## src/rtl/video_fetch_resp_pkg.sv

```systemverilog
// Shared definitions for the video fetch responder: default bus widths and FSM encoding.
package video_fetch_resp_pkg;

  localparam int unsigned DEF_ADDR_W = 21;
  localparam int unsigned DEF_DATA_W = 16;

  typedef enum logic [1:0] {
    StIdle   = 2'd0,
    StReq    = 2'd1,
    StSettle = 2'd2
  } fetch_state_e;

endpackage

```

## src/rtl/video_fetch_resp_if.sv

```systemverilog
// Bundle of the address-generator, DRAM-arbiter and pixel-shifter signals seen by the responder.
interface video_fetch_resp_if
  import video_fetch_resp_pkg::*;
#(
  parameter int unsigned ADDR_W = DEF_ADDR_W,
  parameter int unsigned DATA_W = DEF_DATA_W
);

  logic [ADDR_W-1:0] video_addr;
  logic              video_next;
  logic              fetch_en;
  logic              flush;
  logic              dram_req;
  logic [ADDR_W-1:0] dram_addr;
  logic              dram_ack;
  logic              dram_rdstb;
  logic [DATA_W-1:0] dram_rddata;
  logic [DATA_W-1:0] video_data;
  logic              video_valid;
  logic              pix_pop;

  // Environment side: generator, arbiter and shifter.
  modport master (
    output video_addr, fetch_en, flush, dram_ack, dram_rdstb, dram_rddata, pix_pop,
    input  video_next, dram_req, dram_addr, video_data, video_valid
  );

  // Responder side.
  modport slave (
    input  video_addr, fetch_en, flush, dram_ack, dram_rdstb, dram_rddata, pix_pop,
    output video_next, dram_req, dram_addr, video_data, video_valid
  );

endinterface

```

## src/rtl/video_fetch_fifo.sv

```systemverilog
// Small synchronous read-data FIFO with flush; head word is presented combinationally from storage.
module video_fetch_fifo #(
  parameter int unsigned DATA_W = 16,
  parameter int unsigned DEPTH  = 4,
  localparam int unsigned PTR_W = $clog2(DEPTH),
  localparam int unsigned CNT_W = PTR_W + 1
) (
  input  logic              clk,
  input  logic              rst_n,
  input  logic              flush,
  input  logic              push,
  input  logic [DATA_W-1:0] push_data,
  input  logic              pop,
  output logic [DATA_W-1:0] head,
  output logic [CNT_W-1:0]  count,
  output logic              valid
);

  logic [DATA_W-1:0] mem_q [DEPTH];
  logic [PTR_W-1:0]  wr_ptr_q, wr_ptr_d, rd_ptr_q, rd_ptr_d;
  logic [CNT_W-1:0]  count_q, count_d;
  logic              pop_ok, push_ok;

  assign pop_ok  = pop && (count_q != '0);
  // At full a push is only legal when the head slot is freed in the same cycle.
  assign push_ok = push && !flush && ((count_q != CNT_W'(DEPTH)) || pop_ok);

  always_comb begin
    wr_ptr_d = wr_ptr_q;
    rd_ptr_d = rd_ptr_q;
    count_d  = count_q;
    if (flush) begin
      wr_ptr_d = rd_ptr_q;
      count_d  = '0;
    end else begin
      if (push_ok) wr_ptr_d = wr_ptr_q + 1'b1;
      if (pop_ok)  rd_ptr_d = rd_ptr_q + 1'b1;
      count_d = count_q + CNT_W'(push_ok) - CNT_W'(pop_ok);
    end
  end

  always_ff @(posedge clk or negedge rst_n) begin
    if (!rst_n) begin
      wr_ptr_q <= '0;
      rd_ptr_q <= '0;
      count_q  <= '0;
      for (int i = 0; i < int'(DEPTH); i++) mem_q[i] <= '0;
    end else begin
      wr_ptr_q <= wr_ptr_d;
      rd_ptr_q <= rd_ptr_d;
      count_q  <= count_d;
      if (push_ok) mem_q[wr_ptr_q] <= push_data;
    end
  end

  assign head  = mem_q[rd_ptr_q];
  assign count = count_q;
  assign valid = (count_q != '0);

endmodule

```

## src/rtl/video_fetch_resp.sv

```systemverilog
// Video fetch responder: credit-limited DRAM read issue, in-order return with flush discard.
module video_fetch_resp
  import video_fetch_resp_pkg::*;
#(
  parameter int unsigned ADDR_W     = DEF_ADDR_W,
  parameter int unsigned DATA_W     = DEF_DATA_W,
  parameter int unsigned FIFO_DEPTH = 4
) (
  input logic               clk,
  input logic               rst_n,
  video_fetch_resp_if.slave bus
);

  localparam int unsigned CNT_W = $clog2(FIFO_DEPTH) + 1;

  fetch_state_e      state_q, state_d;
  logic [ADDR_W-1:0] addr_q;
  logic              load_addr;
  logic [CNT_W-1:0]  out_q, out_d, disc_q, disc_d, fifo_count;
  logic [CNT_W:0]    in_use;
  logic              has_credit, ack, rd_ok, push;

  assign ack   = bus.dram_ack && (state_q == StReq);
  // A strobe with nothing outstanding is a protocol error and is ignored outright.
  assign rd_ok = bus.dram_rdstb && (out_q != '0);

  assign in_use     = {1'b0, fifo_count} + {1'b0, out_q};
  assign has_credit = in_use < (CNT_W + 1)'(FIFO_DEPTH);

  always_comb begin
    state_d   = state_q;
    load_addr = 1'b0;
    unique case (state_q)
      StIdle: begin
        if (bus.fetch_en && has_credit) begin
          state_d   = StReq;
          load_addr = 1'b1;
        end
      end
      StReq:    if (bus.dram_ack) state_d = StSettle;
      StSettle: state_d = StIdle;
      default:  state_d = StIdle;
    endcase
  end

  always_comb begin
    out_d  = out_q + CNT_W'(ack) - CNT_W'(rd_ok);
    disc_d = disc_q;
    push   = 1'b0;
    if (rd_ok) begin
      if (disc_q != '0) disc_d = disc_q - 1'b1;
      else              push   = 1'b1;
    end
    // Everything still in flight after this cycle belongs to the old line.
    if (bus.flush) begin
      disc_d = out_d;
      push   = 1'b0;
    end
  end

  always_ff @(posedge clk or negedge rst_n) begin
    if (!rst_n) begin
      state_q <= StIdle;
      addr_q  <= '0;
      out_q   <= '0;
      disc_q  <= '0;
    end else begin
      state_q <= state_d;
      out_q   <= out_d;
      disc_q  <= disc_d;
      if (load_addr) addr_q <= bus.video_addr;
    end
  end

  video_fetch_fifo #(
    .DATA_W (DATA_W),
    .DEPTH  (FIFO_DEPTH)
  ) u_fifo (
    .clk       (clk),
    .rst_n     (rst_n),
    .flush     (bus.flush),
    .push      (push),
    .push_data (bus.dram_rddata),
    .pop       (bus.pix_pop),
    .head      (bus.video_data),
    .count     (fifo_count),
    .valid     (bus.video_valid)
  );

  assign bus.dram_req   = (state_q == StReq);
  assign bus.dram_addr  = addr_q;
  assign bus.video_next = (state_q == StSettle);

endmodule

```

## src/flat_wrapper.sv

```systemverilog
// flat-port wrapper written by rule: the top's interface ports become plain ports
module video_fetch_resp_flat import video_fetch_resp_pkg::*;
#(
  parameter int unsigned ADDR_W     = DEF_ADDR_W,
  parameter int unsigned DATA_W     = DEF_DATA_W,
  parameter int unsigned FIFO_DEPTH = 4
)
  (clk, rst_n, bus_video_addr, bus_fetch_en, bus_flush, bus_dram_ack, bus_dram_rdstb, bus_dram_rddata, bus_pix_pop, bus_video_next, bus_dram_req, bus_dram_addr, bus_video_data, bus_video_valid);
  video_fetch_resp_if #(.ADDR_W(ADDR_W), .DATA_W(DATA_W)) bus_i ();
  input logic clk;
  input logic rst_n;
  input wire logic [$bits(bus_i.video_addr)-1:0] bus_video_addr;
  input wire logic [$bits(bus_i.fetch_en)-1:0] bus_fetch_en;
  input wire logic [$bits(bus_i.flush)-1:0] bus_flush;
  input wire logic [$bits(bus_i.dram_ack)-1:0] bus_dram_ack;
  input wire logic [$bits(bus_i.dram_rdstb)-1:0] bus_dram_rdstb;
  input wire logic [$bits(bus_i.dram_rddata)-1:0] bus_dram_rddata;
  input wire logic [$bits(bus_i.pix_pop)-1:0] bus_pix_pop;
  output wire logic [$bits(bus_i.video_next)-1:0] bus_video_next;
  output wire logic [$bits(bus_i.dram_req)-1:0] bus_dram_req;
  output wire logic [$bits(bus_i.dram_addr)-1:0] bus_dram_addr;
  output wire logic [$bits(bus_i.video_data)-1:0] bus_video_data;
  output wire logic [$bits(bus_i.video_valid)-1:0] bus_video_valid;
  assign bus_i.video_addr = bus_video_addr;
  assign bus_i.fetch_en = bus_fetch_en;
  assign bus_i.flush = bus_flush;
  assign bus_i.dram_ack = bus_dram_ack;
  assign bus_i.dram_rdstb = bus_dram_rdstb;
  assign bus_i.dram_rddata = bus_dram_rddata;
  assign bus_i.pix_pop = bus_pix_pop;
  assign bus_video_next = bus_i.video_next;
  assign bus_dram_req = bus_i.dram_req;
  assign bus_dram_addr = bus_i.dram_addr;
  assign bus_video_data = bus_i.video_data;
  assign bus_video_valid = bus_i.video_valid;
  video_fetch_resp #(.ADDR_W(ADDR_W), .DATA_W(DATA_W), .FIFO_DEPTH(FIFO_DEPTH)) u_core (.clk(clk), .rst_n(rst_n), .bus(bus_i));
endmodule
```

## config.mk

```make
export PLATFORM = sky130hd
export DESIGN_NAME = video_fetch_resp_flat
export DESIGN_NICKNAME = d
export VERILOG_FILES = /design/src/rtl/video_fetch_resp_pkg.sv /design/src/rtl/video_fetch_resp_if.sv /design/src/rtl/video_fetch_fifo.sv /design/src/rtl/video_fetch_resp.sv /design/src/flat_wrapper.sv
export SDC_FILE = /design/constraint.sdc
export NUM_CORES = 1
export LEC_CHECK = 0
export ABC_AREA = 0
export CAP_MARGIN = 20
export CORE_AREA = 2 2 97 99
export CTS_CLUSTER_DIAMETER = 30
export DETAILED_ROUTE_END_ITERATION = 10
export DIE_AREA = 0 0 99 101
export GPL_TIMING_DRIVEN = 1
export PLACE_DENSITY_LB_ADDON = 0.05
export SYNTH_ARGS = -nofsm -noshare
export SYNTH_HDL_FRONTEND = slang
export SYNTH_HIERARCHICAL = 1
export SYNTH_SLANG_ARGS = --single-unit
```

## constraint.sdc

```tcl
create_clock -name clk -period 4.7 [get_ports clk]
set_input_delay 0.94 -clock clk [delete_from_list [all_inputs] [get_ports clk]]
set_output_delay 0.94 -clock clk [all_outputs]
set_load 0.03 [all_outputs]
```

### Word-level counts from Yosys, hierarchy flattened

Cells that the tools add are included.

* add/sub/neg operators: 8
* multipliers: 0
* divide/modulo/power cells: 0
* magnitude comparators: 4
* eq/ne operators: 5
* shifts and indexed selects: 0
* mux-type cells: 20
* bitwise logic cells: 3
* reduce and logical (&&, ||, !) cells: 19

Operators with widths (number)
* $bwmux 64: 1
* $mux 16: 3
* $bmux 16 s2: 1
* $demux 16 s2: 1
* $mux 3: 4
* $reduce_bool 3->1: 3
* $mux 2: 4
* $logic_and 1x1->1: 7
* $add 3x1->3: 2
* $ge 3x3->1 const B: 2
* $not 2->3: 2
* $reduce_and 2->1: 3
* $reduce_bool 2->1: 3
* $sub 3x1->3: 2
* $mux 1: 5
* $add 2x1->2 const B: 2
* $add 3x3->4: 1
* $lt 4x3->1 const B: 1
* $pmux 2 s2: 1
* $lt 3x1->1 const B: 1
* $ne 3x3->1 const B: 1
* $sub 3x1->3 const B: 1
* $eq 2x1->1 const B: 1
* $eq 2x2->1 const B: 1
* other kinds (6): 6

* flip-flop bits (word level): 100
* bits in latches: 0
* memory bits (writable): 0
* bits in read-only memories: 0
* output and inout port bits: 40
* logic and storage cells: 70
* memories kept: 0

### Logic depth before layout (Yosys ltp)

Gate-level depths: netlist of run 1.

* depth in word-level cells: 9
* mapped depth: 14
* depth with buffers taken out: 14

### Modules after synthesis

Netlist of run 1, hierarchy kept.

By module, submodules not included
* video_fetch_fifo: times used 1, cells each 205, area each 3449.6 µm², seq. area each 1776.7 µm²
* video_fetch_resp: times used 1, cells each 92, area each 1365.1 µm², seq. area each 725.7 µm²

### Least setup slack after synthesis of run 1

OpenSTA, ideal clock, no wires.

* path type: in2reg
* from: in bus_dram_rdstb
* to: reg u_core.u_fifo.count_q[2] (netlist: u_core/u_fifo/count[2])
* setup time: 0.086 ns
* arrival: 2.913 ns
* path slack: 1.701 ns
* stages on the path: 12
* path buffers: 0
* cell sequence: o31ai_1 nor3_1 nor2b_1 nand2_1 ha_1 inv_1 ha_1 inv_1 fa_1 xor2_1 and2_1 nor3_1

* longest elaborated chain between the ends: 8

Ends and longest elaborated chain
* start, declared: RTL line flat_wrapper.sv:16 `input wire logic [$bits(bus_i.dram_rdstb)-1:0] bus_dram_rdstb;`
* $logic_and 1x1->1: RTL line video_fetch_resp.sv:25 `assign rd_ok = bus.dram_rdstb && (out_q != '0);`
* $mux 1: RTL line video_fetch_resp.sv:50 `if (rd_ok) begin`
* $mux 1: RTL line video_fetch_resp.sv:55 `if (bus.flush) begin`
* net u_core.push: RTL line video_fetch_resp.sv:21 `logic has_credit, ack, rd_ok, push;`
* $logic_and 1x1->1 (2 in a row): RTL line video_fetch_fifo.sv:26 `assign push_ok = push && !flush && ((count_q != CNT_W'(DEPTH)) || pop_ok);`
* $add 3x1->3: RTL line video_fetch_fifo.sv:38 `count_d = count_q + CNT_W'(push_ok) - CNT_W'(pop_ok);`
* $sub 3x1->3: RTL line video_fetch_fifo.sv:38
* $mux 3: RTL line video_fetch_fifo.sv:32 `if (flush) begin`
* net u_core.u_fifo.count_d[2]: RTL line video_fetch_fifo.sv:21 `logic [CNT_W-1:0] count_q, count_d;`
* end signal, assigned: RTL line video_fetch_fifo.sv:51 `count_q <= count_d;`
* end, declared: RTL line video_fetch_fifo.sv:21

The timed path passes the listed nets, and every way through them passes these cells.
A chain may end at the register's enable or synchronous reset.

### Final worst setup path of run 1

* from: reg u_core.u_fifo.rd_ptr_q[0]
* to: out bus_video_data[12]

* longest elaborated chain between the ends: 4

Ends and longest elaborated chain
* start, declared: RTL line video_fetch_fifo.sv:20 `logic [PTR_W-1:0] wr_ptr_q, wr_ptr_d, rd_ptr_q, rd_ptr_d;`
* start signal, assigned: RTL line video_fetch_fifo.sv:50 `rd_ptr_q <= rd_ptr_d;`
* $not 2->3 (not written as such): RTL line video_fetch_fifo.sv:56 `assign head = mem_q[rd_ptr_q];`
* $bmux 16 s2: RTL line video_fetch_fifo.sv:56
* $mux 16 (not written as such) (2 in a row): RTL line video_fetch_fifo.sv:56
* end, declared: RTL line flat_wrapper.sv:22 `output wire logic [$bits(bus_i.video_data)-1:0] bus_video_data;`

Every way passes these cells. The select of a mux whose other input is x is not followed.

==> metrics.txt, run 1 <==
row count 35; CTS H-tree depth 3; Worst-Margin Slew a little under 1 ns; power density over the cells 606 nW/um^2; HP Class reg2reg; design area 5830 sq um; sequential share of power 0.404; Synth area leaders dfrtp_1 52%, mux2_4 18%, mux4_2 7.5%; Post-Route WL slightly below 9000 um; CTS tree built; die width 99 um; Startpoint Class flip-flop; Lkg Pwr 2.75 nW; Sink Count 100; sequential-to-total area share from yosys stat 0.520; Max Cap Violations 0; RSZ-0062 raised after global routing false; core footprint 8980 sq um; FILL cells 680; syn_nets 354; switching share of power 0.355; Yosys Warn Count 6; endpoints failing setup 0; Cell Int Power 2.28 mW; Setup Skew 0.0106 ns; Comb power frac 0.455; outcome finished clean; asr flop ratio synth 1.00; CTS clk-pin slew, worst paths about 0.09 ns; post-DR vias/cell roughly 5.5; CTS buffer count 9; Final #Nets 438; clk_lat worst skew 0.36 ns; CP Capture Type output port; Critical Path, Cell by Cell buf_4, mux4_2, clkdlybuf4s50_1; Req. time, crit path 3.76 ns; initial DRC count 90; Peak Freq 0.274 GHz; clock tree buffer depth 2; Clk pwr share 0.141; first-pass GRT wire length 14800 um; Syn Area/Cell 16.2 sq um; die area 10000 sq um; worst vdd ir 346 uV; EDFF count, synth 0; main flop type after synthesis dfrtp_1; post-route ant nets 0; fraction of layout cells with a size suffix above 1 0.329; post-synth top area share 0.520; post-CTS setup repair buffer count 0; CP bufs+invs 2; largest net degree at the start of global routing between 70 and 80; Port Buf Inserts 83; critical path type reg2out; Initial Util 0.536; DR WL/cell roughly 18 um; Max-slew headroom 0.348; hpwl dp 5670 um; WP data arrival 2.72 ns; Final Hold Viols 0; pre-CTS setup slack 0.817 ns; CTS resizes 0; setup tns final 0 ns; most area-hungry cell type in the Yosys netlist dfrtp_1; Cell variety after synth 34; Syn Inst Count 297; initial antenna violation count 0; io pins 84; GRT Total Usage 0.192; Crit-path slowest cell dfrtp_1; via count 2718; RePlAce Congestion around 0.75; P_sw 1.26 mW; vias in the first global route between 2k and 3k; total global routing overflow 0; Root Driver clkbuf_8; Top delay family on crit path buffers and inverters; hold buffer count at CTS 0; Post-Synthesis Cell Area 4810 sq um; ANT cells 0; Pre-antenna DRT Iters 4; PnR worst setup slack about 1.0 ns; die height between 100 and 150 um; number of synthesized register bits 100; Critical Path Max Stage Delay between 0.8 and 0.9 ns; Tmin final between 3 and 4 ns; FF-to-FF setup slack 1.76 ns; Area after DPL 5650 sq um; area grow syn2layout 21.1%; Crit Path Max Fanout 13; period utilization 0.778; Residual DRC 0; Final Max Slew Viols 0
==> flip-flops by register name, indices dropped and copies added (netlist names) <==
signal	flops
u_core/bus.dram_addr	21
u_core/disc_q	3
u_core/out_q	3
u_core/state_q	2
u_core/u_fifo/count	3
u_core/u_fifo/mem_q	64
u_core/u_fifo/rd_ptr_q	2
u_core/u_fifo/wr_ptr_q	2
==> cells in the final DEF, fill, tap and decap left out, types with 5 or more instances in the layout <==
cell type,Yosys,layout
nor2_1,5,5
clkdlybuf4s50_1,0,82
and3_1,5,5
ha_1,11,11
inv_1,13,13
clkbuf_8,0,10
dfrtp_1,100,100
mux4_2,16,16
mux2_2,26,26
mux2_4,59,59
buf_4,0,7
==> final cells by class <==
class / count / area, sq um / area share
clock inverter: 6 / 40.0 / 0.00687
clock buffer: 10 / 138 / 0.0236
tap: 111 / 139 / 0.0238
sequential: 100 / 2500 / 0.429
timing repair buffer: 89 / 873 / 0.150
multi-input combinational: 168 / 2090 / 0.358
inverter: 13 / 48.8 / 0.00837
==> metrics by stage <==
stage	hold WS, ns	instances	util	total power [mW]
6_report	0.511	497	0.649	3.53
5_1_grt	0.531	497	0.649	3.76
4_1_cts	0.515	497	0.649	3.57
3_5_place_dp	0.489	481	0.630	3.06
3_3_place_gp	0.485	481	0.630	3.03
2_1_floorplan	0.475	297	-	2.53
==> layer usage <==
layer	vias to the layer above	share of wire	GRT usage
met2	75	0.47	0.294
met3	11	0.070	0.0721
met1	1401	0.45	0.255
met4	0	0.012	0.0632
met5	-	0	0
li1	1231	-	-
==> final timing paths <==
check                      depth (start not counted)                                   from                                   to
hold / removal                                     1    u_core/u_fifo/mem_q[31]$_DFFE_PN0P_  u_core/u_fifo/mem_q[31]$_DFFE_PN0P_
setup / recovery                                   3  u_core/u_fifo/rd_ptr_q[0]$_DFFE_PN0P_                   bus_video_data[12]
hold reg to reg                                    1    u_core/u_fifo/mem_q[31]$_DFFE_PN0P_  u_core/u_fifo/mem_q[31]$_DFFE_PN0P_
max in group asynchronous                          2                                  rst_n   u_core/u_fifo/mem_q[9]$_DFFE_PN0P_
setup reg to reg                                  14           u_core/disc_q[0]$_DFFE_PN0P_     u_core/u_fifo/count[2]$_DFF_PN0_
min in group asynchronous                          1                                  rst_n  u_core/u_fifo/mem_q[51]$_DFFE_PN0P_
==> synth_stat cells (all sizes together) (4+ instances only) <==
library cell / instances
nor2: 5
dfrtp: 100
xor2: 4
o31ai: 4
inv: 13
mux4: 16
nor2b: 4
ha: 11
buf: 13
nand2: 4
and3: 5
mux2: 85
==> power groups by stage <==
stage	combinational, mW	sequential, mW	clock (mW)
finish	1.61	1.43	0.498
global route	1.73	1.48	0.555
CTS	1.63	1.43	0.517
detailed placement	1.62	1.43	0
global placement	1.59	1.44	0
floorplan	1.02	1.51	0
==> cell families after synthesis <==
family                   share of synthesized area
buffers and inverters                       0.0463
multiplexers                                 0.320
flip-flops                                   0.520
adder cells (fa/ha/maj)                     0.0369
AND/OR/NAND/NOR                             0.0434
AO/OA/AOI/OAI                               0.0231
XOR/XNOR                                    0.0109
Note: power is estimated with default switching activity, not from simulation.
==> inputs of run 2 (changes only) <==
--- a/config.mk
+++ b/config.mk
@@ -7,10 +7,10 @@
 export LEC_CHECK = 0
 export ABC_AREA = 0
 export CAP_MARGIN = 20
-export CORE_AREA = 2 2 97 99
+export CORE_AREA = 2 2 99 101
 export CTS_CLUSTER_DIAMETER = 30
 export DETAILED_ROUTE_END_ITERATION = 10
-export DIE_AREA = 0 0 99 101
+export DIE_AREA = 0 0 101 103
 export GPL_TIMING_DRIVEN = 1
 export PLACE_DENSITY_LB_ADDON = 0.05
 export SYNTH_ARGS = -nofsm -noshare
==> constraint.sdc (replaced) <==
create_clock -name clk -period 3.6 [get_ports clk]
set_input_delay 0.72 -clock clk [delete_from_list [all_inputs] [get_ports clk]]
set_output_delay 0.72 -clock clk [all_outputs]
set_load 0.03 [all_outputs]
==> run 2 against run 1 <==
  * Core utilization is 2.4 points lower
  * Worst hold slack worse by 0.062 ns
  * Sequential share of layout area fell by 0.63 points
  * Power grew 32%
  * Final cell count is 2.0% higher
  * Clock power increased by 40%
  * Clock skew is 0.0059 ns higher
  * Wire length grew 2.1%
  * Sequential cell count did not move
  * Sequential power rose by 26%
  * Largest power group unchanged
==> metrics.txt, run 2 (synthesis gave the netlist of run 1 again) <==
CTS clk-pin slew, worst paths 0.09 ns (about the same); WP data arrival 3.31 ns (was 2.72 ns); Largest Register u_core/u_fifo/mem_q (unchanged); Pre-antenna DRT Iters 4 (unchanged); CTS tree built (unchanged); row count 36 (was 35); Residual DRC 0 (unchanged); total global routing overflow 0 (unchanged); Final #Nets 446 (was 438); post-CTS setup repair buffer count 0 (unchanged); Final Hold Viols 0 (unchanged); Max Cap Violations 0 (unchanged); largest net degree at the start of global routing 64 (was 78); CP Capture Type flip-flop (was output port); period utilization 0.845; PnR worst setup slack 0.557 ns (was 1.04 ns); fin cells 507 (was 497); # placed instances 492 (was 481); fraction of layout cells with a size suffix above 1 0.341 (was 0.329); CTS H-tree depth 3 (unchanged); area grow syn2layout 22.9% (was 21.1%); die area 10400 sq um (was 10000 sq um); die width 101 um (was 99 um); clk_lat worst skew 0.36 ns (about the same); critical path type in2reg (was reg2out); post-route ant nets 0 (unchanged); FILL cells 750 (was 680); Clk pwr share 0.149 (was 0.141); die height 103 um (was 101 um); clock tree buffer depth 2 (unchanged); post-DR vias/cell 5.26 (was 5.47); Max-slew headroom 0.457 (was 0.348); Cell Int Power 3.04 mW (was 2.28 mW); Final Max Slew Viols 0 (unchanged); initial DRC count 112 (was 90); hold buffer count at CTS 0 (unchanged); core footprint 9460 sq um (was 8980 sq um); Post-Route WL 8910 um (was 8730 um); hpwl dp 6130 um (was 5670 um); vias in the first global route 2888 (was 2952); RSZ-0062 raised after global routing false (unchanged); io pins 84 (unchanged); HP Class in2async (was reg2reg); hold_ws 0.449 ns (was 0.511 ns); first-pass GRT wire length 14700 um (was 14800 um); Setup Skew 0.0165 ns (was 0.0106 ns); CTS buffer count 9 (unchanged); Crit Path Max Fanout 6 (was 13); sequential share of power 0.384 (was 0.404); via count 2666 (was 2718); commonest non-fill, non-tap cell in the layout dfrtp_1 (unchanged); DR WL/cell 17.6 um (about the same); P_sw 1.63 mW (was 1.26 mW); Comb power frac 0.467 (was 0.455); Worst-Margin Slew 0.814 ns (was 0.978 ns); endpoints failing setup 0 (unchanged); Port Buf Inserts 83 (unchanged); Peak Freq 0.329 GHz; commonest non-fill, non-tap cells in the layout 100 x dfrtp_1, 82 x clkdlybuf4s50_1, 59 x mux2_4, 26 x mux2_2, 16 x mux4_2 (unchanged); ANT cells 0 (unchanged); Lkg Pwr 2.79 nW (was 2.75 nW); switching share of power 0.350 (was 0.355); power density over the cells 790 nW/um^2 (was 606 nW/um^2); pre-CTS setup slack 0.214 ns (was 0.817 ns); setup tns final 0 ns (unchanged); Sink Count 100 (unchanged); initial antenna violation count 0 (unchanged); max reg flops 64 (unchanged); outcome finished clean (unchanged); CTS resizes 0 (unchanged); Root Driver clkbuf_8 (unchanged); Req. time, crit path 3.86 ns (was 3.76 ns); RePlAce Congestion 0.730 (was 0.745); Initial Util 0.509 (was 0.536); Startpoint Class input port (was flip-flop); worst vdd ir 491 uV (was 346 uV); Tmin final 3.04 ns; GRT Total Usage 0.186 (was 0.192)
[run 2: power groups by stage]
stage / registers [mW] / logic [mW] / clock network (mW)
2_1_floorplan: 1.97 / 1.33 / 0
3_3_place_gp: 1.81 / 2.17 / 0
3_5_place_dp: 1.81 / 2.20 / 0
4_1_cts: 1.80 / 2.21 / 0.727
5_1_grt: 1.86 / 2.34 / 0.769
6_report: 1.80 / 2.18 / 0.697
[run 2: final timing paths]
path                            cells after the start  slack, ns                                 from                                   end
min in group clk                                    1       0.51  u_core/u_fifo/mem_q[31]$_DFFE_PN0P_   u_core/u_fifo/mem_q[31]$_DFFE_PN0P_
worst max register to register                     14       0.80         u_core/disc_q[0]$_DFFE_PN0P_      u_core/u_fifo/count[2]$_DFF_PN0_
worst min register to register                      1       0.51  u_core/u_fifo/mem_q[31]$_DFFE_PN0P_   u_core/u_fifo/mem_q[31]$_DFFE_PN0P_
worst min-delay path                                1       0.45                                rst_n   u_core/u_fifo/mem_q[50]$_DFFE_PN0P_
max in group asynchronous                           2       2.46                                rst_n  u_core/bus.dram_addr[16]$_DFFE_PN0P_
worst max-delay path                               13       0.56                       bus_dram_rdstb      u_core/u_fifo/count[2]$_DFF_PN0_
[run 2: metal layers]
layer  share of wire  GRT usage  vias to the layer above
met5               0          0                        -
met4           0.011     0.0499                        0
met3           0.047     0.0407                        9
met2            0.49      0.302                       69
met1            0.45      0.255                     1343
li1                -          -                     1245
[run 2: cell type report]
class / count / area, sq um / share of cell area
tap: 114 / 143 / 0.0241
clock buffer: 9 / 124 / 0.0209
clock inverter: 6 / 63.8 / 0.0108
multi-input combinational: 168 / 2090 / 0.353
inverter: 13 / 48.8 / 0.00825
sequential: 100 / 2500 / 0.423
timing repair buffer: 97 / 946 / 0.160
[run 2: critical path, stage by stage]
cell             delay, ns
clkdlybuf4s50_1       0.47
o31ai_1               0.12
nor3_1                0.24
nor2b_1               0.33
nand2_1               0.10
ha_1                  0.27
inv_1                 0.06
ha_1                  0.13
inv_1                 0.05
fa_1                  0.37
xor2_1                0.16
and2_1                0.16
nor3_1                0.12
[run 2: per-stage QoR]
stage                      util  total power [mW]  instance area, sq um
after floorplan               -              3.30                  4810
after global placement    0.606              3.98                  5730
after detailed placement  0.606              4.01                  5730
after CTS                 0.626              4.74                  5920
after global routing      0.626              4.97                  5920
final                     0.626              4.67                  5920
==> patch, RTL diff (config.mk and constraints of run 2) <==
`DEF_ADDR_W`: 21 -> 25.
--- a/src/rtl/video_fetch_resp_pkg.sv
+++ b/src/rtl/video_fetch_resp_pkg.sv
@@ -1,7 +1,7 @@
 // Shared definitions for the video fetch responder: default bus widths and FSM encoding.
 package video_fetch_resp_pkg;
 
-  localparam int unsigned DEF_ADDR_W = 21;
+  localparam int unsigned DEF_ADDR_W = 25;
   localparam int unsigned DEF_DATA_W = 16;
 
   typedef enum logic [1:0] {
Interface: changed (resized bus_dram_addr and bus_video_addr); port bits go from 84 to 92. The function was not compared with the original's and may differ.
==> patch against run 2 <==
Global-route usage grew 0.075 points. Worst setup slack lost 0.024 ns. Power grew 7.2%. Area after synthesis grew 3.0%. Final area grew 4.8%. Routed wire length grew 3.6%. Register-to-register slack lost 0.02 ns. Sequential cell count grew 4. Critical endpoint is now bus_video_data[13].
==> patch: results (changes against run 2) <==
| Metric | Value |
|---|---|
| Status | completed (unchanged) |
| First-pass GRT wire length | 14.86 mm (was 14.72 mm) |
| Via count | 2796 (was 2666) |
| Reg2Reg Setup Slack | 0.78 ns (was 0.80 ns) |
| Syn nets | 366 (was 354) |
| Setup Skew | 0.007426 ns (was 0.01650 ns) |
| VDD IR max | 0.5056 mV (was 0.4912 mV) |
| Worst min path class | input port to async pin (unchanged) |
| Initial DRT Pass Iterations | 4 (unchanged) |
| GP Congestion | 0.8421 (was 0.7295) |
| Max_slew headroom | 40.67% (was 45.75%) |
| Fraction of final layout cells with drive strength greater than 1 | 33.42% (was 34.10%) |
| Sequential area share after synthesis | 52.47% (was 51.98%) |
| DR iter-0 viols | 55 (was 112) |
| CTS Buffer Depth | 2 (unchanged) |
| Largest net degree at the start of global routing | 71 (was 64) |
| Top cells by area, synth | dfrtp_1 (52%), mux2_4 (18%), mux4_2 (7.3%) (was dfrtp_1 (52%), mux2_4 (18%), mux4_2 (7.5%)) |
| Synth cell count leaders | dfrtp_1 (104), mux2_4 (59), mux2_2 (30) (was dfrtp_1 (100), mux2_4 (59), mux2_2 (26)) |
| HPWL after DPL | 6.359 mm (was 6.128 mm) |
| Arrival @ worst endpoint | 2.35 ns (was 3.31 ns) |
| I/O Buffers | 91 (was 83) |
| NumNets Final | 463 (was 446) |
| Critical path peak fanout | 14 (was 6) |
| P_leak | 2.912 nW (was 2.795 nW) |
| Final wirelength | 9.235 mm (was 8.913 mm) |
## patch: cell types whose count changed after synthesis, sizes merged
cell	before	now
dfrtp	100	104
mux2	85	89
## patch: critical path: stages (launching register included)
cell and delay, ns:
dfrtp_1 0.61, buf_12 0.23, mux4_2 0.51, clkdlybuf4s50_1 0.63
## patch: stage by stage
| stage | utilization, % | instance area, sq um | instances | setup WS [ns] | hold WS (ns) |
|---|---|---|---|---|---|
| after CTS | 65.54 | 6200 | 521 | 0.4743 | 0.5118 |
| after global routing | 65.54 | 6200 | 521 | 0.2937 | 0.5266 |
| after floorplan | - | 4960 | 305 | 0.8212 | 0.4244 |
| after detailed placement | 63.11 | 5969 | 505 | 0.1929 | 0.4895 |
| after global placement | 63.11 | 5969 | 505 | 0.2711 | 0.4862 |
| final | 65.54 | 6200 | 521 | 0.5333 | 0.4823 |
## patch: cell type report
class                           count  area [sq um]  share of cell area, %
Clock buffer                       11         151.4                  2.442
Clock inverter                      5         78.83                  1.271
Inverter                           13         48.80                 0.7871
Multi-Input combinational cell    172          2135                  34.43
Sequential cell                   104          2603                  41.98
Tap cell                          114         142.6                  2.301
Timing Repair Buffer              102          1041                  16.79
## patch: cell families after synthesis
family | after synthesis | synth area share [%]
multiplexers | 105 | 31.94
flip-flops | 104 | 52.47
AND/OR/NAND/NOR | 32 | 4.213
buffers and inverters | 29 | 4.490
AO/OA/AOI/OAI | 16 | 2.245
adder cells (fa/ha/maj) | 13 | 3.582
XOR/XNOR | 6 | 1.060
## patch: power by group
group	switching, mW	total, mW	internal [mW]
clock	0.381	0.810	0.429
combinational	1.04	2.32	1.27
sequential	0.294	1.89	1.59
total	1.72	5.01	3.29
## patch: worst max path at each step
stage | from | to
after floorplan | bus_dram_rdstb | u_core/u_fifo/count[2]
after global placement | bus_dram_rdstb | u_core/u_fifo/count[2]
after detailed placement | bus_dram_rdstb | u_core/u_fifo/count[2]
after CTS | u_core/u_fifo/rd_ptr_q[0] | bus_video_data[13]
after global routing | bus_dram_rdstb | u_core/u_fifo/count[2]
final | u_core/u_fifo/rd_ptr_q[0] | bus_video_data[13]
## patch: layer usage
metal / global-route usage [%] / vias to the layer above / share of wire (%) / wire [um]
met5: 0 / - / 0 / 0
met4: 4.886 / 0 / 0.97 / 90
met3: 4.203 / 9 / 3.2 / 299
met2: 29.90 / 44 / 50 / 4632
met1: 26.04 / 1460 / 46 / 4212
li1: - / 1283 / - / -
